===== config.mk =====
export PLATFORM = sky130hd
export DESIGN_NAME = riscv_test_monitor
export DESIGN_NICKNAME = d
export VERILOG_FILES = /design/src/rtl/riscv_test_monitor.sv
export SDC_FILE = /design/constraint.sdc
export NUM_CORES = 1
export LEC_CHECK = 0
export BUFFER_PORTS_ARGS = -buffer_cell sky130_fd_sc_hd__buf_2
export CAP_MARGIN = 10
export CORE_AREA = 2 2 103 105
export CTS_CLUSTER_SIZE = 28
export DETAILED_ROUTE_END_ITERATION = 10
export DIE_AREA = 0 0 105 107
export PLACE_DENSITY = 0.89
export SKIP_CTS_REPAIR_TIMING = 1
export SYNTH_ARGS = -nofsm -noshare
export SYNTH_HDL_FRONTEND = slang
export SYNTH_SLANG_ARGS = --single-unit
export TNS_END_PERCENT = 50

===== constraint.sdc =====
create_clock -name clk -period 6 [get_ports clk]
set_clock_uncertainty 0.15 [all_clocks]
set_input_delay 0.3 -clock clk [delete_from_list [all_inputs] [get_ports clk]]
set_output_delay 0.3 -clock clk [all_outputs]
set_load 0.01 [all_outputs]

===== src/rtl/riscv_test_monitor.sv =====
// riscv_test_monitor
//   End-of-test checker for riscv-tests runs. Snoops the regfile write port,
//   shadows the test-number and pass-flag registers, detects the done write,
//   waits a drain window and then reports PASS/FAIL (and optionally TIMEOUT).
//
// Optional feature: define TEST_MON_TIMEOUT_EN to enable the RUN-state watchdog.
//
// Ports
//   clk            in   system clock, rising edge
//   rst            in   synchronous active-low reset
//   we_i           in   regfile write enable (snooped)
//   waddr_i        in   regfile write address
//   wdata_i        in   regfile write data
//   done_o         out  evaluation complete (sticky until reset)
//   pass_o         out  test passed (valid with done_o)
//   fail_o         out  test failed or timed out (valid with done_o)
//   timeout_o      out  watchdog expired (valid with done_o)
//   fail_testnum_o out  shadowed test number captured at evaluation
//   cycle_cnt_o    out  cycles spent in RUN, saturating
module riscv_test_monitor #(
  parameter int unsigned XLEN           = 32,
  parameter int unsigned TESTNUM_REG    = 3,
  parameter int unsigned DONE_REG       = 26,
  parameter int unsigned PASS_REG       = 27,
  parameter int unsigned DRAIN_CYCLES   = 10,
  parameter int unsigned TIMEOUT_CYCLES = 100000,
  parameter int unsigned CNT_W          = 32
) (
  input  logic             clk,
  input  logic             rst,
  input  logic             we_i,
  input  logic [4:0]       waddr_i,
  input  logic [XLEN-1:0]  wdata_i,
  output logic             done_o,
  output logic             pass_o,
  output logic             fail_o,
  output logic             timeout_o,
  output logic [XLEN-1:0]  fail_testnum_o,
  output logic [CNT_W-1:0] cycle_cnt_o
);

  typedef enum logic [1:0] {StIdle, StRun, StDrain, StDone} state_e;

  state_e           r_state, w_state_d;
  logic [7:0]       r_drain_cnt, w_drain_cnt_d;
  logic [CNT_W-1:0] r_cycle_cnt, w_cycle_cnt_d;
  logic [XLEN-1:0]  r_testnum_sh, w_testnum_sh_d;
  logic [XLEN-1:0]  r_pass_sh, w_pass_sh_d;
  logic             r_done, w_done_d;
  logic             r_pass, w_pass_d;
  logic             r_fail, w_fail_d;
  logic [XLEN-1:0]  r_fail_tn, w_fail_tn_d;

  logic w_wr_valid;
  logic w_done_wr;

  // The done flag needs no shadow: only the triggering write itself matters.
  assign w_wr_valid = we_i && (waddr_i != 5'd0) && (r_state != StDone);
  assign w_done_wr  = w_wr_valid && (waddr_i == 5'(DONE_REG)) && (wdata_i == XLEN'(1));

  // Next shadow values double as the forwarded values used at evaluation.
  always_comb begin
    w_testnum_sh_d = r_testnum_sh;
    w_pass_sh_d    = r_pass_sh;
    if (w_wr_valid && (waddr_i == 5'(TESTNUM_REG))) w_testnum_sh_d = wdata_i;
    if (w_wr_valid && (waddr_i == 5'(PASS_REG)))    w_pass_sh_d    = wdata_i;
  end

`ifdef TEST_MON_TIMEOUT_EN
  logic r_timeout, w_timeout_d;
  logic w_wdog_hit;
  assign w_wdog_hit = (r_cycle_cnt == CNT_W'(TIMEOUT_CYCLES - 1));
  assign timeout_o  = r_timeout;
`else
  logic [31:0] w_unused_timeout_cycles;
  assign w_unused_timeout_cycles = TIMEOUT_CYCLES;
  assign timeout_o = 1'b0;
`endif

  always_comb begin
    w_state_d     = r_state;
    w_drain_cnt_d = r_drain_cnt;
    w_cycle_cnt_d = r_cycle_cnt;
    w_done_d      = r_done;
    w_pass_d      = r_pass;
    w_fail_d      = r_fail;
    w_fail_tn_d   = r_fail_tn;
`ifdef TEST_MON_TIMEOUT_EN
    w_timeout_d   = r_timeout;
`endif
    unique case (r_state)
      StIdle: w_state_d = StRun;
      StRun: begin
        if (r_cycle_cnt != '1) w_cycle_cnt_d = r_cycle_cnt + CNT_W'(1);
        if (w_done_wr) begin
          // A done write wins over a watchdog expiry on the same edge.
          w_state_d     = StDrain;
          w_drain_cnt_d = 8'(DRAIN_CYCLES);
        end
`ifdef TEST_MON_TIMEOUT_EN
        else if (w_wdog_hit) begin
          w_state_d     = StDone;
          w_cycle_cnt_d = r_cycle_cnt;
          w_done_d      = 1'b1;
          w_pass_d      = 1'b0;
          w_fail_d      = 1'b1;
          w_timeout_d   = 1'b1;
          w_fail_tn_d   = w_testnum_sh_d;
        end
`endif
      end
      StDrain: begin
        if (r_drain_cnt == 8'd0) begin
          w_state_d   = StDone;
          w_done_d    = 1'b1;
          w_pass_d    = (w_pass_sh_d == XLEN'(1));
          w_fail_d    = (w_pass_sh_d != XLEN'(1));
          w_fail_tn_d = w_testnum_sh_d;
        end else begin
          w_drain_cnt_d = r_drain_cnt - 8'd1;
        end
      end
      StDone: ;
      default: w_state_d = StIdle;
    endcase
  end

  always_ff @(posedge clk) begin
    if (!rst) begin
      r_state      <= StIdle;
      r_drain_cnt  <= '0;
      r_cycle_cnt  <= '0;
      r_testnum_sh <= '0;
      r_pass_sh    <= '0;
      r_done       <= 1'b0;
      r_pass       <= 1'b0;
      r_fail       <= 1'b0;
      r_fail_tn    <= '0;
`ifdef TEST_MON_TIMEOUT_EN
      r_timeout    <= 1'b0;
`endif
    end else begin
      r_state      <= w_state_d;
      r_drain_cnt  <= w_drain_cnt_d;
      r_cycle_cnt  <= w_cycle_cnt_d;
      r_testnum_sh <= w_testnum_sh_d;
      r_pass_sh    <= w_pass_sh_d;
      r_done       <= w_done_d;
      r_pass       <= w_pass_d;
      r_fail       <= w_fail_d;
      r_fail_tn    <= w_fail_tn_d;
`ifdef TEST_MON_TIMEOUT_EN
      r_timeout    <= w_timeout_d;
`endif
    end
  end

  assign done_o         = r_done;
  assign pass_o         = r_pass;
  assign fail_o         = r_fail;
  assign fail_testnum_o = r_fail_tn;
  assign cycle_cnt_o    = r_cycle_cnt;

endmodule

==> results of run 1 <==
-- routing by layer --
metal	global-route usage, %	wire, µm	vias up
met2	41.28	7425	230
met5	0	0	-
li1	-	-	2626
met1	30.38	6123	2610
met4	10.57	296	0
met3	4.924	830	27
-- area by class of cell --
| cell class | count | area, µm² |
|---|---|---|
| Sequential cell | 141 | 2823 |
| Timing Repair Buffer | 140 | 865.8 |
| Clock inverter | 15 | 130.1 |
| Clock buffer | 17 | 414.1 |
| Fill cell | 728 | 2805 |
| Inverter | 10 | 38.79 |
| Multi-Input combinational cell | 469 | 2845 |
| Tap cell | 136 | 170.2 |
-- cell usage in the layout (no fill, tap or decap), types with 3 or more instances in the layout --
cell	synthesis	final
or3_1	12	12
buf_2	13	106
and3_1	6	5
xnor2_1	3	3
nor2_1	81	81
nand4_1	9	9
a21oi_1	53	53
inv_1	10	9
inv_6	0	4
nand3_1	18	18
xor2_1	5	5
nand2b_1	3	3
a211oi_1	36	36
dlygate4sd3_1	0	32
o31ai_1	8	8
nor4_1	16	16
or4_1	14	13
o211ai_1	8	8
o21ai_0	16	16
and4_1	7	7
clkinvlp_4	0	3
ha_1	7	7
dfxtp_1	141	141
mux2i_1	35	35
inv_8	0	4
nor3_1	5	4
clkbuf_16	0	16
clkinv_2	0	3
nand2_1	92	92
-- where the power goes --
group	switching, mW	internal (mW)	total, mW
clock	0.440	0.523	0.963
combinational	0.341	0.230	0.571
sequential	0.0781	1.03	1.11
total	0.859	1.79	2.65
-- path summary, 6_finish.rpt --
kind	depth (start not counted)	slack, ns	startpoint	end
setup / recovery	4	3.11	r_drain_cnt[2]	fail_testnum_o[19]
hold / removal	2	0.09	rst	fail_o
setup reg to reg	4	3.11	r_drain_cnt[2]	fail_testnum_o[19]
hold reg to reg	2	0.31	r_pass_sh[27]	r_pass_sh[27]
-- critical path, cell delays in order (launching register included) --
cell	delay, ns
dfxtp_1	0.35
nor4_1	0.64
and3_2	1.14
nor2_1	0.13
a211oi_1	0.32
-- kinds of logic after synthesis --
kind of cell,after synthesis,synth area share [%]
other,1,0.06381
AO/OA/AOI/OAI,136,15.41
multiplexers,35,5.961
AND/OR/NAND/NOR,282,24.16
adder cells (fa/ha/maj),7,1.490
XOR/XNOR,8,1.192
flip-flops,141,48.03
buffers and inverters,51,3.683
-- sequential cells by signal (all words and copies together) (netlist names) --
name / cells
r_state: 2
r_pass_sh: 32
done_o: 1
fail_o: 1
pass_o: 1
r_testnum_sh: 32
cycle_cnt_o: 32
r_drain_cnt: 8
fail_testnum_o: 32
-- stage by stage --
| step | std cells | instance area, µm² | utilization [%] | worst slack, ns |
|---|---|---|---|---|
| 2_1_floorplan | 661 | 5877 | - | 3.891 |
| 3_5_place_dp | 864 | 6422 | 63.64 | 3.228 |
| 4_1_cts | 896 | 6967 | 69.03 | 3.193 |
| 3_3_place_gp | 864 | 6422 | 63.64 | 3.340 |
| 5_1_grt | 928 | 7287 | 72.20 | 2.860 |
| 6_report | 928 | 7287 | 72.20 | 3.112 |
==> results.toml, run 1 <==
[status]
outcome = "complete, no violations"

[yosys]
synth.most_common_cell = "dfxtp_1"
synthArstFlopShare_pct = 0
synthCells = 661
netlist_area_mm2 = 0.005877
synth_top_area_share_pct = 48.03
synth_top_area_cell = "dfxtp_1"
synthTopCellsByCount = "141 x dfxtp_1, 92 x nand2_1, 81 x nor2_1, 53 x a21oi_1, 36 x a211oi_1"
synthTopCellsByArea = "dfxtp_1 48%, mux2i_1 6.0%, nand2_1 5.9%"
synth_seq_area_share_pct = 48.03
synth_edf_count = 0
ys_warn_count = 0
synth_fp_nets = 708
synth.ff_latch_count = 141
synth.avg_cell_area_um2 = 8.891
synth_cell_type_count = 55
synth_flop_cell = "dfxtp_1"

[critical_path]
arrival_ns = 3.13
cp_data_required_time_ns = 6.25
end_kind = "flop"
crit_type = "flop to flop"
start_kind = "flop"
cp_max_fo = 69

[timing]
holdWs_ns = 0.09143
max_freq_mhz = 346.2
slew_violations = 0
rsz0062_at_grt = "no"
fin_crit_ns = 2.888
fin_crit_sh_pct = 48.14
worst_pin_slew_ns = 1.215
fin_tns_setup_ns = 0
finalSetupViolCount = 0
finalHoldViolCount = 0
slew_headroom_pct = 19.03

[grt]
grt_pass1_vias = 4933
grt_pass1_wl_um = 22480
grt_max_degree = 80
grt.total_usage_pct = 24.43
grt.overflow.total = 0
antenna_found_initial = 0

[placement]
place_congestion = 0.8578
portBuffers = 106
dp_hpwl_um = 9001

[power]
p_leak_nw = 3.042
ir_drop_v = 0.0002771
p_per_area_mw_per_mm2 = 363.2
power.total_mw = 2.647

[floorplan]
core_mm2 = 0.01009
die_h_um = 107
fp-row-count = 37
io_pins = 108
die_w_um = 105
die-area_mm2 = 0.01124
initial_core_util_pct = 58.23

[route]
wl_per_cell_um = 15.81
drcViolationCount = 0
drt_iter0_drc = 343
vias = 5493
ant_nets = 0
drt_pre_antenna_iters = 5
wl_um = 14680
routed_via_density = 5.919

[cts]
htree_levels = 4
cts_buffer_depth = 2
path_clk_slew_ns = 0.07
cts-buffers-inserted = 17
cts.sinks = 141
clock_latency_ns = 0.52
cts_root_buffer = "clkbuf_8"
tritoncts = "done"

[final_layout]
layout-area-overhead-vs-synth_pct = 23.99
drive_gt1_share_pct = 19.95
antenna_cells = 0
fin_nets = 826

[min_path]
hold_path.class = "primary input to flop"

[run]
maxCapViolCount = 0
(Power assumes the default switching activity.)
==> run 2, diff against run 1 <==
--- a/config.mk
+++ b/config.mk
@@ -7,11 +7,11 @@
 export LEC_CHECK = 0
 export BUFFER_PORTS_ARGS = -buffer_cell sky130_fd_sc_hd__buf_2
 export CAP_MARGIN = 10
-export CORE_AREA = 2 2 103 105
+export CORE_AREA = 2 2 112 114
 export CTS_CLUSTER_SIZE = 28
 export DETAILED_ROUTE_END_ITERATION = 10
-export DIE_AREA = 0 0 105 107
-export PLACE_DENSITY = 0.89
+export DIE_AREA = 0 0 114 116
+export PLACE_DENSITY = 0.8
 export SKIP_CTS_REPAIR_TIMING = 1
 export SYNTH_ARGS = -nofsm -noshare
 export SYNTH_HDL_FRONTEND = slang
==> constraint.sdc (replaced) <==
create_clock -name clk -period 2.4 [get_ports clk]
set_clock_uncertainty 0.15 [all_clocks]
set_input_delay 0.12 -clock clk [delete_from_list [all_inputs] [get_ports clk]]
set_output_delay 0.12 -clock clk [all_outputs]
set_load 0.01 [all_outputs]
==> run 2 against run 1 <==
Net effect: non-clock buffer count increased by 18; via count shrank 0.27%; first-iteration DRC count decreased by 17%; combinational power rose to 2.7 times the previous value; largest cell class unchanged.
==> results.toml, run 2 (synthesis gave the netlist of run 1 again) <==
[final_layout]
final_cell_mix = "141 x dfxtp_1, 106 x buf_2, 92 x nand2_1"
regArea_mm2 = 0.002823
fillerInstances = 951
antenna_cells = 0
layout_commonest_cell = "dfxtp_1"
multiInputGateArea_mm2 = 0.002888
design_area_mm2 = 0.007586
layout-area-overhead-vs-synth_pct = 29.08
drive_gt1_share_pct = 22.28
fin_nets = 844

[status]
outcome = "complete, no violations"

[run]
maxCapViolCount = 0

[timing]
fin_crit_ns = 2.339
rsz0062_at_grt = "yes"
worst_pin_slew_ns = 0.6686
fin_crit_sh_pct = 97.47
slew_violations = 0
max_freq_mhz = 427.5
finalSetupViolCount = 0
slew_headroom_pct = 55.02
finalHoldViolCount = 0
fin_tns_setup_ns = 0

[grt]
grt.overflow.total = 0
grt.total_usage_pct = 21.83
grt_pass1_vias = 5030
grt_max_degree = 71
grt_pass1_wl_um = 23250
antenna_found_initial = 0

[critical_path]
r2r_slack_ns = 0.06
setup.worst_path.start = "r_state[1]"
end_kind = "flop"
ff2ff_path_depth = 6
reg2reg_to = "r_drain_cnt[5]"
crit_type = "flop to flop"
cp_max_fo = 4
arrival_ns = 2.52
endpoint = "r_drain_cnt[5]"
cp_data_required_time_ns = 2.58
regToRegStartpoint = "r_state[1]"
start_kind = "flop"

[floorplan]
die-area_mm2 = 0.01322
fp-row-count = 40
die_h_um = 116
die_w_um = 114
io_pins = 108
initial_core_util_pct = 49.34
core_mm2 = 0.01191

[cts]
cts-buffers-inserted = 17
htree_levels = 4
cts_buffer_depth = 2
tritoncts = "done"
path_clk_slew_ns = 0.06
clock_latency_ns = 0.42
cts_root_buffer = "clkbuf_16"
cts.sinks = 141

[power]
power.internal_mw = 4.916
p_leak_nw = 3.183
switching_share_pct = 29.60
comb_power_share_pct = 22.5
pwr-share-clk_pct = 37.9
ir_drop_v = 0.0005632
p_per_area_mw_per_mm2 = 920.5
p_sw_mw = 2.067
p_seq_share_pct = 39.5

[route]
ant_nets = 0
routed_via_density = 5.736
vias = 5478
drt_iter0_drc = 284
drt_pre_antenna_iters = 5
wl_um = 15190
drcViolationCount = 0
wl_per_cell_um = 15.90

[placement]
place_congestion = 0.8385
placed_area_mm2 = 0.006601
portBuffers = 106
dp_hpwl_um = 9857

[min_path]
holdPathStages = 3
hold_path.class = "primary input to flop"
==> run 2: changes by cell type in the layout (fill, tap and decap cells not counted), sizes merged <==
cell,delta
clkinv,-1
inv,-7
bufinv,+3
clkbuf,+4
buf,+17
==> run 2: power groups by stage <==
stage,sequential [mW],clock [mW],combinational (mW)
after floorplan,2.86,0,0.908
after global placement,2.78,0,1.39
after detailed placement,2.80,0,1.47
after CTS,2.75,2.67,1.50
after global routing,2.78,2.79,1.73
final,2.76,2.65,1.57
==> run 2: final cells by class <==
type	instances	area share [%]
clock inverters	10	1.847
well taps	147	2.425
repair buffers	158	13.92
inverters	10	0.5113
multi-input cells	469	38.07
clock buffers	20	6.020
flip-flops and latches	141	37.21
==> run 2: worst min-delay path by stage <==
stage,startpoint,to
3_3_place_gp,wdata_i[21],r_pass_sh[21]
2_1_floorplan,wdata_i[0],r_pass_sh[0]
3_5_place_dp,wdata_i[21],r_pass_sh[21]
6_report,rst,r_drain_cnt[3]
5_1_grt,rst,r_drain_cnt[1]
4_1_cts,wdata_i[21],r_pass_sh[21]
==> run 2: metal layers <==
layer | vias up | part of all wire (%) | wire length [µm] | GRT usage, %
li1 | 2649 | - | - | -
met1 | 2626 | 43 | 6465 | 27.08
met2 | 180 | 51 | 7782 | 37.26
met3 | 23 | 4.4 | 675 | 4.498
met4 | 0 | 1.7 | 263 | 8.943
met5 | - | 0 | 0 | 0
==> run 2: critical path: stages (launching register included) <==
cell and delay [ns]:
dfxtp_1 0.34, ha_1 0.20, nand4bb_2 0.33, nor3_4 0.26, a31oi_1 0.20, or4_1 0.55, a21oi_1 0.21
==> run 2: through the flow <==
stage / instances / total power, mW / hold slack, ns / worst slack [ns] / utilization (%)
finish: 955 / 6.983 / 0.04623 / 0.06067 / 63.69
global route: 955 / 7.303 / 0.06233 / -0.002514 / 63.69
CTS: 922 / 6.922 / -0.1988 / 0.009959 / 60.43
detailed placement: 892 / 4.263 / 0.2411 / 0.05834 / 55.42
global placement: 892 / 4.173 / 0.2358 / 0.2010 / 55.42
floorplan: 661 / 3.765 / 0.1060 / 0.2911 / -
==> run 3, diff against run 2 <==
--- a/config.mk
+++ b/config.mk
@@ -5,13 +5,15 @@
 export SDC_FILE = /design/constraint.sdc
 export NUM_CORES = 1
 export LEC_CHECK = 0
+export ABC_AREA = 1
 export BUFFER_PORTS_ARGS = -buffer_cell sky130_fd_sc_hd__buf_2
 export CAP_MARGIN = 10
-export CORE_AREA = 2 2 112 114
+export CORE_AREA = 2 2 116 118
 export CTS_CLUSTER_SIZE = 28
 export DETAILED_ROUTE_END_ITERATION = 10
-export DIE_AREA = 0 0 114 116
-export PLACE_DENSITY = 0.8
+export DIE_AREA = 0 0 118 120
+export PLACE_DENSITY = 0.81
+export REMOVE_ABC_BUFFERS = 1
 export SKIP_CTS_REPAIR_TIMING = 1
 export SYNTH_ARGS = -nofsm -noshare
 export SYNTH_HDL_FRONTEND = slang
==> run 3 against run 2 <==
Net effect: sequential cell count stayed put; largest power group unchanged; sequential power hardly changed; the run now ends with negative hold slack left; global-route usage is 0.058 points higher; largest cell class unchanged; critical path depth is 4 higher; sequential share of layout area is 1.2 points lower; register-to-register slack better by 0.13 ns; clock power is 3% lower.
==> results.toml, run 3 <==
[route]
ant_nets = 0
m1WireLength_um = 6944
drcViolationCount = 0
drt_iter0_drc = 439
routed_via_density = 5.071
vias = 6065
wl_um = 15330
drt_pre_antenna_iters = 5
top_layer = "met4"
route.met2.wl_um = 7334
wl_per_cell_um = 12.81
wl_met3_um = 785

[critical_path]
worstPathCellList = "ha_1, inv_2, nand2_1, nor2_4, buf_4, and2_2, buf_12, nand2_1, o21ai_0, a21oi_1"
cpPeakStageDelay_ns = 0.34
end_kind = "flop"
cp_data_required_time_ns = 2.55
crit_path_frequent_cell = "nand2_1"
start_kind = "flop"
critPathTopFamily = "simple AND/OR/NAND/NOR gates"
arrival_ns = 2.36
crit_type = "flop to flop"
crit_buf_inv = 3
cp_max_fo = 56
slowest_stage = "dfxtp_1"

[timing]
finalHoldViolCount = 17
worst_pin_slew_ns = 0.5400
slew_violations = 0
holdWs_ns = -0.07068
finalSetupViolCount = 0
max_freq_mhz = 452.9
slew_headroom_pct = 64.00
fin_crit_ns = 2.208
fin_crit_sh_pct = 92.00
rsz0062_at_grt = "no"

[grt]
grt_pass1_vias = 5516
grt.overflow.total = 0
grt_pass1_wl_um = 25080
grt.total_usage_pct = 21.89
grt_max_degree = 67
antenna_found_initial = 0

[power]
p_leak_nw = 3.513
p_per_area_mw_per_mm2 = 895.3
ir_drop_v = 0.0006071

[cts]
path_clk_slew_ns = 0.06
cts_root_buffer = "clkbuf_16"
cts_buffer_depth = 2
tritoncts = "done"
clock_latency_ns = 0.43
cts-buffers-inserted = 17
htree_levels = 4
cts.sinks = 141

[status]
outcome = "finished, violations left"
violations = "negative hold slack"

[final_layout]
final_cell_mix = "197 x nand2_1, 141 x dfxtp_1, 125 x nor2_1"
stdcell_count = 1196
layout_commonest_cell = "nand2_1"
drive_gt1_share_pct = 18.33
fin_nets = 1054
layout-area-overhead-vs-synth_pct = 22.06
antenna_cells = 0
fillerInstances = 1176

[yosys]
synth_cell_type_count = 37
ys_warn_count = 0
synth_top_area_cell = "dfxtp_1"
synth_edf_count = 0
synth_top_area_share_pct = 44.01
synthTopCellsByArea = "dfxtp_1 44%, nand2_1 12%, nor2_1 7.3%"
synthArstFlopShare_pct = 0
synth_flop_cell = "dfxtp_1"
synth.ff_latch_count = 141
synthTopCellsByCount = "197 x nand2_1, 141 x dfxtp_1, 125 x nor2_1, 94 x inv_1, 63 x o21ai_0"
synth.most_common_cell = "nand2_1"
netlist_area_mm2 = 0.006414
synthCells = 892
synth.avg_cell_area_um2 = 7.190
synth_seq_area_share_pct = 44.01

[placement]
place_congestion = 0.8903
portBuffers = 106
dp_hpwl_um = 10150
dp_cells = 1141

[floorplan]
fp-row-count = 42
initial_core_util_pct = 49.41
core_mm2 = 0.01298
die_h_um = 120
io_pins = 108
die-area_mm2 = 0.01416
die_w_um = 118

[min_path]
hold_path.class = "primary input to flop"

[run]
maxCapViolCount = 0
## run 3: cell count changes in the layout (fill, tap and decap cells not counted), moves of 21 or more
cell and change:
a211oi_1 -32, inv_1 +84, mux2i_1 -32, nand2_1 +105, nand3_1 +21, nor2_1 +44, o21ai_0 +47, o21ai_1 +21
## run 3: kinds of logic after synthesis
logic type	Yosys count	share of synthesized area, %
other cells	1	0.05847
flops	141	44.01
fa+ha+maj	7	1.366
xor+xnor	14	1.912
compound gates	150	12.31
buf+inv	143	9.930
simple gates	434	30.10
mux	2	0.3121
## run 3: cell type report
type / instances / area (µm²) / area share, %
multi-input cells: 608 / 2955 / 37.75
well taps: 176 / 220.2 / 2.813
repair buffers: 140 / 880.8 / 11.25
clock inverters: 13 / 142.6 / 1.822
inverters: 99 / 374.1 / 4.779
clock buffers: 19 / 432.9 / 5.530
flip-flops and latches: 141 / 2823 / 36.06
## run 3: worst register-to-register path, cell delays in order, from the launching register on
cell,delay [ns]
dfxtp_1,0.34
ha_1,0.23
inv_2,0.05
nand2_1,0.08
nor2_4,0.13
buf_4,0.23
and2_2,0.28
buf_12,0.25
nand2_1,0.11
o21ai_0,0.13
a21oi_1,0.12
## run 3: where the power goes
part | switching [mW] | total [mW] | internal (mW)
clock | 1.02 | 2.56 | 1.53
sequential | 0.169 | 2.79 | 2.62
combinational | 1.05 | 1.66 | 0.610
## run 3: metrics by stage
step                setup TNS [ns]  util [%]  setup slack, ns  total power, mW  cell area (µm²)
CTS                              0     58.54           0.2099            7.018             7599
finish                           0     60.31           0.1921            7.009             7829
floorplan                   -20.08         -          -0.3933            3.871             6151
global route                     0     60.31          0.02046            7.386             7829
global placement                 0     54.11           0.2728            4.431             7023
detailed placement               0     54.11           0.2309            4.446             7023
## run 3: worst paths after layout
path | from | end | slack (ns) | cells past startpoint
max | r_state[0] | fail_testnum_o[29] | 0.19 | 10
min | wdata_i[15] | r_pass_sh[15] | -0.07 | 5
max reg2reg | r_state[0] | fail_testnum_o[29] | 0.19 | 10
min reg2reg | r_drain_cnt[0] | r_drain_cnt[0] | 0.32 | 2
## run 3: layer usage
metal / vias up / global-route usage, %
li1: 3082 / -
met1: 2782 / 27.14
met2: 179 / 36.52
met3: 22 / 5.133
met4: 0 / 9.337
met5: - / 0
